File: src/rtl/timer_irq_gen.sv
// Memory-mapped programmable down-counter timer with one-shot and auto-reload modes.
// Raises irq toward cp0 when the count expires, gated by the CTRL interrupt mask.
module timer_irq_gen #(
    parameter int CNT_W = 32
) (
    input  logic        clk,
    input  logic        reset,
    input  logic [31:0] addr,
    input  logic        we,
    input  logic [31:0] wdata,
    output logic [31:0] rdata,
    output logic        irq
);

    typedef enum logic [1:0] {
        IDLE = 2'd0,
        LOAD = 2'd1,
        CNT  = 2'd2,
        INT  = 2'd3
    } state_t;

    localparam logic [CNT_W-1:0] ONE = CNT_W'(1);

    state_t           state;
    state_t           next_state;
    logic [3:0]       ctrl;
    logic [CNT_W-1:0] preset;
    logic [CNT_W-1:0] count;
    logic             irq_flag;

    logic             wr_ctrl;
    logic             wr_preset;
    logic             load_count;
    logic             dec_count;
    logic             zero_count;
    logic             set_flag;
    logic             clr_flag_hw;
    logic             clr_en;

    logic             en;
    logic [1:0]       mode;
    logic             im;

    assign en   = ctrl[0];
    assign mode = ctrl[2:1];
    assign im   = ctrl[3];

    assign wr_ctrl   = we && (addr[3:2] == 2'd0);
    assign wr_preset = we && (addr[3:2] == 2'd1);

    always_ff @(posedge clk or posedge reset) begin
        if (reset) begin
            state <= IDLE;
        end else begin
            state <= next_state;
        end
    end

    always_comb begin
        next_state  = state;
        load_count  = 1'b0;
        dec_count   = 1'b0;
        zero_count  = 1'b0;
        set_flag    = 1'b0;
        clr_flag_hw = 1'b0;
        clr_en      = 1'b0;
        case (state)
            IDLE: begin
                if (en) begin
                    next_state = LOAD;
                end
            end
            LOAD: begin
                load_count = 1'b1;
                next_state = CNT;
            end
            CNT: begin
                // A preset of 0 expires like a preset of 1; the count never wraps.
                if (!en) begin
                    next_state = IDLE;
                end else if (count > ONE) begin
                    dec_count = 1'b1;
                end else begin
                    zero_count = 1'b1;
                    set_flag   = 1'b1;
                    next_state = INT;
                end
            end
            INT: begin
                if (mode == 2'd1) begin
                    clr_flag_hw = 1'b1;
                    next_state  = LOAD;
                end else begin
                    clr_en     = 1'b1;
                    next_state = IDLE;
                end
            end
            default: begin
                next_state = IDLE;
            end
        endcase
    end

    // A CPU write to CTRL overrides the hardware clearing of EN in the same cycle.
    always_ff @(posedge clk or posedge reset) begin
        if (reset) begin
            ctrl <= 4'd0;
        end else if (wr_ctrl) begin
            ctrl <= wdata[3:0];
        end else if (clr_en) begin
            ctrl[0] <= 1'b0;
        end
    end

    always_ff @(posedge clk or posedge reset) begin
        if (reset) begin
            preset <= '0;
        end else if (wr_preset) begin
            preset <= wdata[CNT_W-1:0];
        end
    end

    always_ff @(posedge clk or posedge reset) begin
        if (reset) begin
            count <= '0;
        end else if (load_count) begin
            count <= preset;
        end else if (dec_count) begin
            count <= count - ONE;
        end else if (zero_count) begin
            count <= '0;
        end
    end

    // Setting the flag on expiry takes priority over a simultaneous software clear.
    always_ff @(posedge clk or posedge reset) begin
        if (reset) begin
            irq_flag <= 1'b0;
        end else if (set_flag) begin
            irq_flag <= 1'b1;
        end else if (clr_flag_hw || wr_ctrl || wr_preset) begin
            irq_flag <= 1'b0;
        end
    end

    assign irq = irq_flag & im;

    always_comb begin
        logic [31:0] preset_ext;
        logic [31:0] count_ext;
        preset_ext              = '0;
        count_ext               = '0;
        preset_ext[CNT_W-1:0]   = preset;
        count_ext[CNT_W-1:0]    = count;
        rdata                   = 32'd0;
        case (addr[3:2])
            2'd0:    rdata = {28'd0, ctrl};
            2'd1:    rdata = preset_ext;
            2'd2:    rdata = count_ext;
            default: rdata = 32'd0;
        endcase
    end

    logic unused_bits;
    assign unused_bits = ^{addr[31:4], addr[1:0], wdata};

endmodule

File: config.mk
export PLATFORM = sky130hd
export DESIGN_NAME = timer_irq_gen
export DESIGN_NICKNAME = d
export VERILOG_FILES = /design/src/rtl/timer_irq_gen.sv
export SDC_FILE = /design/constraint.sdc
export NUM_CORES = 1
export LEC_CHECK = 0
export BUFFER_PORTS_ARGS = -buffer_cell sky130_fd_sc_hd__buf_2
export CORE_UTILIZATION = 40
export DETAILED_ROUTE_END_ITERATION = 12
export GPL_ROUTABILITY_DRIVEN = 0
export HOLD_SLACK_MARGIN = 0.02
export PLACE_DENSITY = 0.59
export REMOVE_ABC_BUFFERS = 1
export SKIP_LAST_GASP = 1
export SLEW_MARGIN = 10
export SYNTH_ARGS = -nofsm -noshare
export SYNTH_HDL_FRONTEND = slang
export SYNTH_SLANG_ARGS = --single-unit
File: constraint.sdc
create_clock -name clk -period 4.3 [get_ports clk]
set_input_delay 0.86 -clock clk [delete_from_list [all_inputs] [get_ports clk]]
set_output_delay 0.86 -clock clk [all_outputs]
set_load 0.01 [all_outputs]
==> flow_summary.json <==
{
  "path_clk_slew_ps": 70,
  "synth_edf_count": 0,
  "synth-simple-area-share_pct": 18.9,
  "fin_crit_sh_pct": 72.2,
  "synth_top_family_by_area": "simple AND/OR/NAND/NOR gates",
  "dieArea_mm2": 0.0101,
  "antenna_cells": 0,
  "path_max_fanout": 16,
  "die_x_um": 101,
  "gr-total-overflow": 0,
  "drcViolationCount": 0,
  "start_util_pct": 41.6,
  "startpoint": "count[12]",
  "yosys-top-cells-count": "dfrtp_1, mux2_2, nand2_1, a22o_1, nor2_1",
  "clock_sinks": 71,
  "io_buffers": 69,
  "cts-root-buf": "clkbuf_8",
  "postRouteAntennaNets": 0,
  "fill_cells": 911,
  "p_leak_nw": 1.98,
  "die_h_um": 101,
  "endpoint": "count[15]",
  "hold_violations": 0,
  "detailed_place.area_mm2": 0.00435,
  "worstReg2RegEnd": "count[15]",
  "grt_pass1_vias": 3176,
  "syn_inst": 391,
  "critPathKind": "register to register",
  "finalCriticalPeriod_ps": 3100,
  "design_area_mm2": 0.00452,
  "finalSetupViolCount": 0,
  "swShare_pct": 39.1,
  "cts_tree": "yes",
  "drtIter0Drc": 187,
  "post-synth-top-count-cell": "dfrtp_1",
  "setup_ws_ps": 1200,
  "r2r_start": "count[12]",
  "synth-main-ff-cell": "dfrtp_1",
  "drv_cap": 0,
  "synth_area_per_cell_um2": 9.94,
  "hold_class": "register to register",
  "fmax_ghz": 0.322,
  "pre_cts_ws_ps": 1210,
  "cts-resized-gates": 0,
  "synth_xor_area_share_pct": 0.902,
  "rsz0062_at_grt": "false",
  "finalSetupTns_ps": 0,
  "clock_path_buffers": 2,
  "synth-compound-area-share_pct": 18.9,
  "total_power_mw": 2.50,
  "fin_skew_ps": 9.91,
  "r2r_setup_slack_ps": 1200,
  "grt_max_degree": 48,
  "wire_per_inst_um": 17.0,
  "clock_latency_ps": 350,
  "wirelength_um": 9940,
  "ir_drop_v": 0.000274,
  "antenna_found_initial": 0,
  "max_slew_margin_pct": 32.3,
  "routed_via_density": 5.70,
  "utilization_pct": 48.4,
  "grt.total_usage_pct": 20.9,
  "power_density_mw_per_mm2": 553,
  "nets": 522,
  "via_count": 3332,
  "postCtsHoldBufs": 0,
  "synth_cell_types": 52,
  "cts_setup_buffers": 0,
  "switchingPower_uw": 976,
  "core_area_mm2": 0.00933,
  "synth_top_area_share_pct": 45.7,
  "crit_required_ps": 4530,
  "whs_ps": 523,
  "p_int_mw": 1.52,
  "h-tree-depth": 3,
  "cts_buffers": 9,
  "instances_no_fill": 585,
  "yosys_warnings": 0,
  "ys_seq_elements": 71,
  "synthArstFlopShare_pct": 100,
  "muxShareOfSynthArea_pct": 11.5,
  "grt_pass1_wl_um": 16300,
  "p_comb_share_pct": 33.8,
  "reg2reg_depth": 6,
  "syn_area_mm2": 0.00388,
  "synth_fa_ha_area_share_pct": 0.644,
  "worstMarginPinSlew_ps": 1010,
  "synth_area_leader_cell": "dfrtp_1",
  "row_count": 35,
  "syn_to_final_growth_pct": 16.2,
  "power_frac_seq_pct": 47.2,
  "synthTopCellsByArea": "dfrtp_1, mux2_2, a22o_1",
  "power_frac_clock_pct": 19.0,
  "dp_cells": 571,
  "slew_viol_final": 0,
  "end_kind": "register",
  "seq_area_frac_synth_pct": 45.7,
  "worstSetupStartpointType": "register",
  "top_level_ports": 100,
  "status": "finished clean",
  "dp_hpwl_um": 6690,
  "arrival_ps": 3340,
  "drive_gt1_share_pct": 29.6,
  "first_pass_iters": 5
}
-- power groups by stage --
stage	sequential [mW]	combinational, mW	clock [mW]
5_1_grt	1.22	0.953	0.521
3_3_place_gp	1.17	0.834	0
6_report	1.18	0.844	0.476
2_1_floorplan	1.09	0.629	0
3_5_place_dp	1.18	0.851	0
4_1_cts	1.17	0.853	0.490
-- worst min path at each step --
| stage | from | to | slack, ps | cells past startpoint |
|---|---|---|---|---|
| finish | preset[6] | count[6] | 520 | 1 |
| global route | ctrl[3] | ctrl[3] | 540 | 1 |
| CTS | preset[12] | count[12] | 520 | 2 |
| detailed placement | preset[12] | count[12] | 500 | 2 |
| global placement | preset[12] | count[12] | 500 | 2 |
| floorplan | preset[28] | count[28] | 460 | 2 |
-- registers in the layout (all words and copies together) (netlist names) --
| signal | cells |
|---|---|
| count | 32 |
| preset | 32 |
| ctrl | 4 |
| state | 2 |
| irq_flag | 1 |
-- critical path: stages (launching register included) --
cell,delay (ps)
dfrtp_1,470
or4_4,570
or4_4,590
nor4_4,280
or2b_1,490
nor2_1,210
a221o_1,380
-- per-layer routing --
layer	share of wire (%)	global-route usage [%]	vias up
met5	0	0	-
met2	47	33.2	107
met4	0.65	4.57	0
met1	46	28.5	1632
met3	5.4	5.62	8
li1	-	-	1585
-- layout by cell type, fill, tap and decap left out, types with 2 or more instances in the layout --
master    instances
or4_1             8
nor3_1           15
a22oi_1           5
o21a_1            3
a31oi_1           2
clkbuf_8         11
a21oi_1          17
o211ai_1          4
or3_1            11
and3_1            2
buf_4             9
nor2_1           25
nor2b_2           3
o31ai_1           3
nand2_1          31
nor4_1            7
or2_2             2
mux2_2           36
mux2i_1           4
o21ai_0          23
clkbuf_1          2
xor2_1            3
a221o_1           3
inv_1             4
nand3_1          13
o22a_1            3
and3b_1           2
dfrtp_1          71
nor3b_1           3
buf_2            69
or4_4             2
nand2b_1          5
and2_1            2
o22ai_1           3
a22o_1           28
nor2b_1           3
ha_1              2
-- cells by family after synthesis --
family | count (synthesis)
DFF | 71
buffers and inverters | 32
and+or+nand+nor | 138
xor gates and xnor gates | 4
muxes | 40
AOI/OAI and AO/OA | 104
adders and majority gates | 2
-- area by class of cell --
class	count	area (um2)	share of cell area, %
multi-input cells	288	1980	43.9
flip-flops and latches	71	1780	39.3
clock inverters	1	5.00	0.111
clock buffers	13	159	3.52
well taps	129	161	3.57
inverters	5	18.8	0.416
repair buffers	78	413	9.14
Power figures use the tool's default switching activity.
